$ cat config.mk
export PLATFORM = sky130hd
export DESIGN_NAME = scsi_handshake_controller
export DESIGN_NICKNAME = d
export VERILOG_FILES = /design/src/rtl/scsi_ctrl_pkg.sv /design/src/rtl/signal_synchroniser.sv /design/src/rtl/scsi_handshake_controller.sv
export SDC_FILE = /design/constraint.sdc
export NUM_CORES = 1
export LEC_CHECK = 0
export CAP_MARGIN = 25
export CORE_MARGIN = 4
export CORE_UTILIZATION = 49
export DETAILED_ROUTE_END_ITERATION = 7
export PLACE_DENSITY_LB_ADDON = 0.3
export RECOVER_POWER = 50
export SLEW_MARGIN = 10
export SYNTH_ARGS = -nofsm -noshare
export SYNTH_HDL_FRONTEND = slang
export SYNTH_SLANG_ARGS = --single-unit
export TNS_END_PERCENT = 30
$ cat constraint.sdc
create_clock -name clock -period 1.8 [get_ports clock]
set_input_delay 0.36 -clock clock [delete_from_list [all_inputs] [get_ports clock]]
set_output_delay 0.36 -clock clock [all_outputs]
set_load 0.1 [all_outputs]
$ cat src/rtl/scsi_ctrl_pkg.sv
// Shared state encoding and default timing constants for the BeebSCSI
// handshake controller.
package scsi_ctrl_pkg;

    typedef enum logic [1:0] {
        IDLE,
        SETUP,
        ACK_HOLD,
        RELEASE
    } state_t;

    localparam int DEF_SYNC_STAGES = 2;
    localparam int DEF_SETUP_CYC   = 2;
    localparam int DEF_TIMEOUT_CYC = 1023;

endpackage

$ cat src/rtl/signal_synchroniser.sv
// Multi-flop synchroniser for one asynchronous input; all stages clear on
// synchronous reset.
module signal_synchroniser #(
    parameter int STAGES = 2
) (
    input  logic clock,
    input  logic nReset,
    input  logic async_in,
    output logic sync_out
);

    logic [STAGES-1:0] chain;

    always_ff @(posedge clock) begin
        if (!nReset) chain <= '0;
        else         chain <= {chain[STAGES-2:0], async_in};
    end

    assign sync_out = chain[STAGES-1];

endmodule

$ cat src/rtl/scsi_handshake_controller.sv
// Turns host data-register accesses into a SCSI REQ/ACK handshake and drives
// the data inverter enables and the read-data latch strobe.
module scsi_handshake_controller
    import scsi_ctrl_pkg::*;
#(
    parameter int SYNC_STAGES = DEF_SYNC_STAGES,
    parameter int SETUP_CYC   = DEF_SETUP_CYC,
    parameter int TIMEOUT_CYC = DEF_TIMEOUT_CYC
) (
    input  logic clock,
    input  logic nReset,
    input  logic hostSel,
    input  logic hostRnW,
    input  logic scsiReq,
    input  logic scsiIo,
    input  logic scsiBsy,
    input  logic scsiRst,
    input  logic irqEnable,
    output logic scsiAck,
    output logic busOutOE,
    output logic hostOutOE,
    output logic dataLatchEn,
    output logic irq,
    output logic timeoutErr
);

    localparam int TW = $clog2(TIMEOUT_CYC + 1);

    logic [5:0] raw_in;
    logic [5:0] sync_in;
    logic       sel_s, rnw_s, req_s, io_s, bsy_s, rst_s;

    assign raw_in = {hostSel, hostRnW, scsiReq, scsiIo, scsiBsy, scsiRst};
    assign {sel_s, rnw_s, req_s, io_s, bsy_s, rst_s} = sync_in;

    for (genvar i = 0; i < 6; i++) begin : g_sync
        signal_synchroniser #(.STAGES(SYNC_STAGES)) u_sync (
            .clock    (clock),
            .nReset   (nReset),
            .async_in (raw_in[i]),
            .sync_out (sync_in[i])
        );
    end

    state_t        state;
    logic [3:0]    setup_cnt;
    logic [TW-1:0] tmo_cnt;
    logic          sel_d;
    logic          accept;

    assign accept = (state == IDLE) && sel_s && !sel_d && req_s;
    assign irq    = irqEnable & req_s & (state == IDLE);

    always_ff @(posedge clock) begin
        if (!nReset) begin
            state       <= IDLE;
            setup_cnt   <= '0;
            tmo_cnt     <= '0;
            sel_d       <= 1'b0;
            scsiAck     <= 1'b0;
            busOutOE    <= 1'b0;
            hostOutOE   <= 1'b0;
            dataLatchEn <= 1'b0;
            timeoutErr  <= 1'b0;
        end else begin
            sel_d       <= sel_s;
            busOutOE    <= bsy_s & ~io_s & ~rst_s;
            hostOutOE   <= sel_s & rnw_s & io_s;
            dataLatchEn <= 1'b0;
            if (rst_s) begin
                state   <= IDLE;
                scsiAck <= 1'b0;
            end else begin
                case (state)
                    IDLE: if (accept) begin
                        state       <= SETUP;
                        setup_cnt   <= 4'(SETUP_CYC - 1);
                        dataLatchEn <= io_s;
                        timeoutErr  <= 1'b0;
                    end
                    SETUP: if (setup_cnt == '0) begin
                        state   <= ACK_HOLD;
                        scsiAck <= 1'b1;
                        tmo_cnt <= '0;
                    end else begin
                        setup_cnt <= setup_cnt - 4'd1;
                    end
                    // Abort on the edge where the count would reach TIMEOUT_CYC,
                    // so ACK is held for exactly TIMEOUT_CYC clocks.
                    ACK_HOLD: if (!req_s) begin
                        state <= RELEASE;
                    end else if (tmo_cnt == TW'(TIMEOUT_CYC - 1)) begin
                        state      <= IDLE;
                        scsiAck    <= 1'b0;
                        timeoutErr <= 1'b1;
                    end else begin
                        tmo_cnt <= tmo_cnt + 1'b1;
                    end
                    // ACK drops on leaving RELEASE: REQ fall to ACK fall is
                    // SYNC_STAGES+2 clocks.
                    RELEASE: begin
                        state   <= IDLE;
                        scsiAck <= 1'b0;
                    end
                    default: state <= IDLE;
                endcase
            end
        end
    end

endmodule
==> flow_summary.toml, run 1 <==
[run_status]
outcome = "finished with violations"
violations = "negative setup slack"

[worst_setup_path]
critical_path_required_ns = 2.04
worstPathMaxFanout = 4
reg2reg_slack_ns = -0.02
reg2reg_depth = 7
cpPeakStageDelay_ns = 0.41
path_class = "reg -> reg"
cp_cell_sequence = "inv_4, ha_4, and4bb_1, or3_4, or2_4, a22oi_2, nor2b_1"
end_kind = "flop"
cp_slowest_cell = "or3_4"
cp-start-kind = "flop"
arrival_ns = 2.06

[logic_synthesis]
synth_top_family_by_area = "simple AND/OR/NAND/NOR gates"
synthAdderAreaFrac_pct = 2.54
syn_avg_cell_area_um2 = 8.90
synthesis.area_um2 = 1480
synthArstFlopShare_pct = 0
synthSimpleGateAreaFrac_pct = 29.8
ys_seq_elements = 34
muxShareOfSynthArea_pct = 0
syn_nets = 178
ys.flop_type = "dfxtp_1"
synth-seq-area-share_pct = 46.1
synth_compound_area_share_pct = 17.7
synth-edff-count = 0
synth_cell_type_count = 41
ys_warn_count = 0
synth_cells = 166
synth_xor_area_share_pct = 0

[clock_tree]
cts_root_buffer = "clkbuf_4"
cts_tree = "done"
htree_num_levels = 2
clock_latency_ns = 0.33
cts.sinks = 34
ctsHoldBuffers = 0
clockBufferDepth = 2
clkTransAtPathRegs_ns = 0.11
cts_buffers = 5

[placed_design]
dpl_cell_area_um2 = 1760
dp_hpwl_um = 2230
gp_congestion = 0.866
portBuffers = 14

[layout]
diodes = 0
syn_to_final_growth_pct = 34.0
utilization_pct = 70.0
drive_above_1_share_pct = 25.5
fin_nets = 207
final_area_um2 = 1980

[floorplan]
core_region_area_um2 = 2830
initial_core_util_pct = 52.2
die_y_um = 62.9
rows = 19
die_w_um = 62.9
die_area_um2 = 3960
num_io_pins = 15

[power_and_ir_drop]
pwr-share-seq_pct = 37.1
p_sw_uw = 826
power_frac_clock_pct = 27.6
combinationalPowerShare_pct = 35.2
power_mw = 2.55
power-per-cell-area_nw_per_um2 = 1290
leakage_nw = 0.719
intPower_mw = 1.72
ir_worst_vdd_uv = 758
switching_share_pct = 32.5

[sta]
fin_ws_ns = -0.0189
period_needed_ns = 1.82
worstMarginPinSlew_ns = 0.545
setup_viol = 1
clock_skew_ns = 0.0105
rsz0062_at_grt = "yes"
whs_ns = 0.433
setup_tns_ns = -0.0189
hold_viol_final = 0
slew_viol_final = 0
relSlewSlack_pct = 63.8
timing.fmax_mhz = 550
finalCritPeriodShare_pct = 101

[route]
postRouteAntennaNets = 0
initialDrtViolationCount = 92
post_drt_wl_per_cell_um = 14.5
avgViaCountPerCell = 5.84
drtPass1Iterations = 4
drc = 0
num_vias = 1325
drt-total-wl_um = 3300

[job]
maxCapViolCount = 0

[global_route]
overflow = 0
grt_pass1_wl_um = 5400
grt_max_degree = 13
antenna_found_initial = 0
grt_usage_pct = 16.8
grt_pass1_vias = 1278

[worst_hold_path]
min_path_cells = 1
hp-class = "reg -> reg"
==> Yosys cell counts (all sizes together) (2+ instances only) <==
master | instances | share of area, %
nand4 | 3 | 1.3
nor3 | 6 | 2.0
o211ai | 3 | 1.5
and2 | 15 | 6.4
o21ai | 6 | 2.0
buf | 4 | 1.4
a21oi | 8 | 2.7
o31ai | 4 | 2.4
a21boi | 3 | 1.5
clkbuf | 4 | 1.0
inv | 6 | 1.5
and4bb | 2 | 1.7
nand2 | 20 | 5.1
dfxtp | 34 | 46
nor2 | 12 | 3.0
ha | 3 | 2.5
nand4b | 2 | 1.2
or3 | 2 | 1.2
nand3 | 2 | 0.68
o221a | 3 | 2.3
nor3b | 2 | 1.0
a31oi | 2 | 0.85
o32ai | 2 | 1.7
nor2b | 6 | 2.5
==> timing repair <==
action / CTS / global route
setup endpoints to repair: 7 / 15
gates resized for setup: 3 / 20
buffers inserted: 0 / 5
cloned: 0 / 1
pin swaps: 0 / 8
==> layout by cell type, fill, tap and decap left out, types with 4 or more instances in the layout <==
cell              n
a21oi_1           7
buf_12            4
dfxtp_1          30
buf_4            14
nand2_1          20
clkbuf_4          5
and2_1           11
inv_1             4
o21ai_0           5
and2_0            4
nor2_1           11
nor2b_1           6
nor3_1            5
clkdlybuf4s50_1   7
==> critical path: cells and delay by family (launching register included) <==
kind                     cells  cell delay (ns)
adder cells (fa/ha/maj)      1             0.16
buffers and inverters        1             0.05
AO/OA/AOI/OAI                1             0.16
flip-flops                   1             0.39
AND/OR/NAND/NOR              4             0.98
==> flip-flops by register name, indices dropped and copies added, names as in the netlist <==
name	flops
sel_d	1
timeoutErr	1
tmo_cnt	10
state	2
setup_cnt	4
dataLatchEn	1
scsiAck	1
g_sync.u_sync.chain	12
busOutOE	1
hostOutOE	1
==> worst paths after layout <==
path                                   from            to
setup / recovery               setup_cnt[0]  setup_cnt[3]
hold / removal    g_sync[2].u_sync.chain[1]      busOutOE
setup reg to reg               setup_cnt[0]  setup_cnt[3]
hold reg to reg   g_sync[2].u_sync.chain[1]      busOutOE
==> cell families after synthesis <==
group	after synthesis
compound gates	36
fa+ha+maj	3
simple gates	79
buf+inv	14
flops	34
==> metrics by stage <==
stage / worst slack (ns) / cells
2_1_floorplan: 0.0471 / 166
3_3_place_gp: 0.0347 / 213
3_5_place_dp: -0.0681 / 213
4_1_cts: -0.0350 / 221
5_1_grt: -0.0780 / 227
6_report: -0.0189 / 227
==> layer usage <==
| metal | GRT usage [%] | up-vias | wire [µm] |
|---|---|---|---|
| met3 | 5.94 | 5 | 175 |
| met5 | 0 | - | 0 |
| li1 | - | 651 | - |
| met1 | 19.0 | 629 | 1460 |
| met2 | 28.2 | 40 | 1630 |
| met4 | 7.16 | 0 | 34 |
==> power by group through the flow <==
stage                     combinational, mW  sequential (mW)  clock [mW]
after global placement                0.638            0.914           0
after detailed placement              0.663            0.922           0
final                                 0.897            0.945       0.703
after CTS                             0.675            0.908       0.715
after floorplan                       0.429            0.959           0
after global routing                  0.978            0.961       0.743
==> area by class of cell <==
class | count | area (µm²)
multi-input combinational | 119 | 837
sequential | 34 | 693
clock inverter | 3 | 68.8
tap | 31 | 38.8
fill | 213 | 850
timing repair buffer | 29 | 279
clock buffer | 5 | 37.5
inverter | 6 | 25.0
No activity file was read; power rests on OpenSTA's default activity.
==> inputs of run 2 (changes only) <==
Settings changed: PLACE_DENSITY from default to 0.72, PLACE_DENSITY_LB_ADDON 0.3 to default.
==> run 2 against run 1 <==
Effect of this change: flip-flop and latch count stayed put; clock skew is 0.0050 ns lower; register-to-register slack better by 0.06 ns; critical endpoint unchanged; the run now ends clean; largest power group unchanged; critical path type unchanged; cell count is 0.88% lower; setup slack better by 0.055 ns.
==> flow_summary.toml, run 2 (synthesis results as in run 1) <==
[run_status]
outcome = "finished, final reports clean"

[floorplan]
core_region_area_um2 = 2830
die_w_um = 62.9
num_io_pins = 15
initial_core_util_pct = 52.2
die_area_um2 = 3960
die_y_um = 62.9
rows = 19

[layout]
fin_nets = 205
final_common_cell = "dfxtp_1"
largest_register_ff_count = 12
top_regs = "g_sync.u_sync.chain: 12 flops, tmo_cnt: 10 flops, setup_cnt: 4 flops"
syn_to_final_growth_pct = 25.2
mostFrequentLayoutCells = "31 x dfxtp_1, 20 x nand2_1, 13 x buf_4, 12 x nor2_1, 9 x and2_0"
diodes = 0
largest-register = "g_sync.u_sync.chain"
drive_above_1_share_pct = 21.1

[worst_setup_path]
cp-start-kind = "flop"
path_class = "reg -> reg"
end_kind = "flop"
cpPeakStageDelay_ns = 0.36
arrival_ns = 2.01
worstPathMaxFanout = 5
critical_path_required_ns = 2.05
path_delay_family = "simple AND/OR/NAND/NOR gates"
cp_cell_sequence = "inv_1, ha_4, and4bb_1, or3_4, or2_4, a22oi_2, nor2b_1"
cp_slowest_cell = "dfxtp_2"
worst-path-buf-inv = 1

[placed_design]
dp_hpwl_um = 2410
gp_congestion = 0.844
portBuffers = 14

[global_route]
grt_pass1_wl_um = 6000
antenna_found_initial = 0
grt_usage_pct = 19.1
overflow = 0
grt_pass1_vias = 1336
grt_max_degree = 16

[route]
initialDrtViolationCount = 49
postRouteAntennaNets = 0
drtPass1Iterations = 4
post_drt_wl_per_cell_um = 15.2
avgViaCountPerCell = 5.98
drt-total-wl_um = 3420
num_vias = 1346
drc = 0

[power_and_ir_drop]
p_sw_uw = 753
combinationalPowerShare_pct = 35.8
pwr-share-seq_pct = 43.2
power-per-cell-area_nw_per_um2 = 1150
leakage_nw = 0.682
power_frac_clock_pct = 21.0
switching_share_pct = 35.4
ir_worst_vdd_uv = 561
intPower_mw = 1.37

[sta]
relSlewSlack_pct = 63.9
timing.fmax_mhz = 567
finalCritPeriodShare_pct = 98.0
setup_tns_ns = 0
setup_viol = 0
hold_viol_final = 0
whs_ns = 0.442
worstMarginPinSlew_ns = 0.544
rsz0062_at_grt = "yes"
clock_skew_ns = 0.00551
period_needed_ns = 1.76
slew_viol_final = 0

[clock_tree]
cts_root_buffer = "clkbuf_4"
clockBufferDepth = 2
cts.sinks = 34
cts_buffers = 5
clock_latency_ns = 0.35
htree_num_levels = 2
cts_tree = "done"
ctsHoldBuffers = 0
clkTransAtPathRegs_ns = 0.10

[job]
maxCapViolCount = 0

[worst_hold_path]
hp-class = "reg -> reg"
run 2: changes by cell type in the layout (fill, tap and decap cells not counted), sizes merged:
cell	change
bufinv	-2
buf	-1
clkbuf	+2
o32ai	-1
run 2: cell type report:
class,count,area [µm²]
clock buffers,7,55.1
clock inverters,1,5.00
fillers,240,978
inverters,6,22.5
multi-input cells,118,773
flip-flops and latches,34,684
well taps,31,38.8
repair buffers,28,272
run 2: what timing repair did:
item                       CTS  global route
pin swaps                    2             2
setup endpoints to repair    4            13
resized for setup            7             3
buffers inserted             3             0
run 2: final timing paths:
kind | from | end | slack [ns] | cells after the start
min reg2reg | g_sync[2].u_sync.chain[1] | busOutOE | 0.44 | 1
max | setup_cnt[1] | setup_cnt[3] | 0.04 | 7
min | g_sync[2].u_sync.chain[1] | busOutOE | 0.44 | 1
max reg2reg | setup_cnt[1] | setup_cnt[3] | 0.04 | 7
run 2: power by group through the flow:
| stage | clock network [mW] | logic, mW | registers (mW) |
|---|---|---|---|
| 2_1_floorplan | 0 | 0.429 | 0.959 |
| 3_3_place_gp | 0 | 0.642 | 0.916 |
| 3_5_place_dp | 0 | 0.668 | 0.923 |
| 4_1_cts | 0.450 | 0.736 | 0.913 |
| 5_1_grt | 0.496 | 0.831 | 0.933 |
| 6_report | 0.446 | 0.762 | 0.919 |
run 2: routing by layer:
metal | track usage (%) | vias up | routed length [µm]
li1 | - | 643 | -
met1 | 22.0 | 626 | 1430
met2 | 31.8 | 62 | 1670
met3 | 5.04 | 15 | 217
met4 | 11.0 | 0 | 106
met5 | 0 | - | 0
run 2: per-stage QoR:
step                utilization, %  cells  setup slack [ns]  area, µm²  total power [mW]
floorplan                        -    166            0.0471       1480              1.39
global placement              62.4    214            0.0361       1760              1.56
detailed placement            62.4    214           -0.0808       1760              1.59
CTS                           66.2    225           0.00452       1870              2.10
global route                  65.4    225          -0.00662       1850              2.26
finish                        65.4    225            0.0364       1850              2.13
==> inputs of run 3 (changes only) <==
Settings changed: CORE_MARGIN 4 to default, CTS_CLUSTER_DIAMETER from default to 120.
==> run 3 against run 2 <==
Effect of this change: clock power rose by 26%; maximum frequency shrank 0.18%; global-route usage rose by 3.2 points; clock skew down 0.0012 ns; largest power group unchanged; critical endpoint unchanged; sequential power grew 0.8%; die area decreased by 18%.
==> flow_summary.toml, run 3 (synthesis results as in run 1) <==
[sta]
timing.fmax_mhz = 566
whs_ns = 0.423
setup_viol = 0
relSlewSlack_pct = 63.0
finalCritPeriodShare_pct = 98.2
period_needed_ns = 1.77
slew_viol_final = 0
worstMarginPinSlew_ns = 0.554
hold_viol_final = 0
rsz0062_at_grt = "yes"
clock_skew_ns = 0.00433

[global_route]
grt_pass1_wl_um = 5420
grt_usage_pct = 22.3
grt_pass1_vias = 1202
grt_max_degree = 19
overflow = 0
antenna_found_initial = 0

[route]
post_drt_wl_per_cell_um = 14.6
drc = 0
drtPass1Iterations = 4
initialDrtViolationCount = 82
drt-total-wl_um = 3290
avgViaCountPerCell = 5.69
postRouteAntennaNets = 0
num_vias = 1286

[worst_setup_path]
critical_path_required_ns = 2.05
cp-start-kind = "flop"
worstPathMaxFanout = 5
reg2reg_slack_ns = 0.03
path_class = "reg -> reg"
arrival_ns = 2.01
end_kind = "flop"

[floorplan]
die_area_um2 = 3240
die_y_um = 56.9
initial_core_util_pct = 52.7
core_region_area_um2 = 2810
die_w_um = 56.9
rows = 19
num_io_pins = 15

[layout]
mostFrequentLayoutCells = "30 x dfxtp_1, 20 x nand2_1, 13 x buf_4, 11 x nor2_1"
syn_to_final_growth_pct = 27.6
largest-register = "g_sync.u_sync.chain"
finalNonFillerCells = 226
top_regs = "g_sync.u_sync.chain: 12 flops, tmo_cnt: 10 flops, setup_cnt: 4 flops"
diodes = 0
final_common_cell = "dfxtp_1"
drive_above_1_share_pct = 23.1
multi_input_area_um2 = 781
fillers = 229
fin_nets = 206
seqCellArea_um2 = 686
largest_register_ff_count = 12

[job]
maxCapViolCount = 0

[clock_tree]
cts_buffers = 5
cts_tree = "done"
cts.sinks = 34
htree_num_levels = 2
clockBufferDepth = 2
clkTransAtPathRegs_ns = 0.11
cts_root_buffer = "clkbuf_4"
clock_latency_ns = 0.34

[power_and_ir_drop]
pwr-share-seq_pct = 40.5
ir_worst_vdd_uv = 688
switching_share_pct = 34.1
p_sw_uw = 779
intPower_mw = 1.51
power_frac_clock_pct = 24.6
leakage_nw = 0.682
power-per-cell-area_nw_per_um2 = 1210
combinationalPowerShare_pct = 35.0

[placed_design]
dp_cells = 212
portBuffers = 14
dp_hpwl_um = 2200
gp_congestion = 0.894

[worst_hold_path]
hp-class = "reg -> reg"

[run_status]
outcome = "finished, final reports clean"
run 3: cell types whose count changed in the layout (fill, tap and decap cells not counted):
| cell | previous run | this run |
|---|---|---|
| clkinvlp_4 | 0 | 2 |
| dfxtp_1 | 31 | 30 |
| clkbuf_8 | 1 | 0 |
| bufinv_16 | 0 | 1 |
| nor2_2 | 0 | 1 |
| dfxtp_2 | 3 | 4 |
| and3_4 | 0 | 1 |
| clkinv_2 | 1 | 0 |
| and3_1 | 1 | 0 |
| and2_1 | 6 | 8 |
| o21ai_0 | 6 | 5 |
| nor2_1 | 12 | 11 |
| and2_0 | 9 | 7 |
| o21ai_1 | 0 | 1 |
run 3: area by class of cell:
cell class	count	area share, %
Clock buffer	5	1.99
Multi-Input combinational cell	118	41.4
Tap cell	31	2.06
Sequential cell	34	36.4
Timing Repair Buffer	29	14.6
Clock inverter	3	2.39
Inverter	6	1.19
run 3: final timing paths:
check / endpoint / cells after the start / startpoint
hold reg to reg: busOutOE / 1 / g_sync[2].u_sync.chain[1]
setup reg to reg: setup_cnt[3] / 7 / setup_cnt[1]
setup / recovery: setup_cnt[3] / 7 / setup_cnt[1]
hold / removal: busOutOE / 1 / g_sync[2].u_sync.chain[1]
run 3: per-stage QoR:
stage	instance area (µm²)	power, mW	setup WS (ns)	utilization, %	TNS, ns
after floorplan	1480	1.39	0.0471	-	0
after global placement	1750	1.55	0.0323	62.4	0
after detailed placement	1750	1.59	-0.0867	62.4	-0.137
after CTS	1860	2.20	-0.0102	66.4	-0.0102
after global routing	1890	2.41	-0.0222	67.2	-0.0427
final	1890	2.29	0.0332	67.2	0
run 3: power by group through the flow:
stage | registers (mW) | clock network [mW] | logic (mW)
floorplan | 0.959 | 0 | 0.429
global placement | 0.916 | 0 | 0.636
detailed placement | 0.925 | 0 | 0.666
CTS | 0.917 | 0.585 | 0.702
global route | 0.935 | 0.611 | 0.868
finish | 0.926 | 0.562 | 0.800
run 3: critical path, cell delays in order, from the launching register on:
cell      delay [ns]
dfxtp_2         0.36
inv_1           0.07
ha_4            0.17
and4bb_1        0.21
or3_4           0.36
or2_4           0.26
a22oi_2         0.18
nor2b_1         0.06
run 3: layer usage:
| layer | up-vias | GRT usage, % | wire, µm |
|---|---|---|---|
| met2 | 37 | 33.9 | 1570 |
| met5 | - | 0 | 0 |
| met4 | 0 | 11.5 | 46 |
| met1 | 601 | 28.1 | 1530 |
| met3 | 6 | 7.60 | 146 |
| li1 | 642 | - | - |
run 3: timing repair:
action	CTS	global route
endpoints found under the setup margin	7	8
buffers inserted	0	6
hold buffers	0	0
pin swaps	1	3
gates resized for setup	8	6
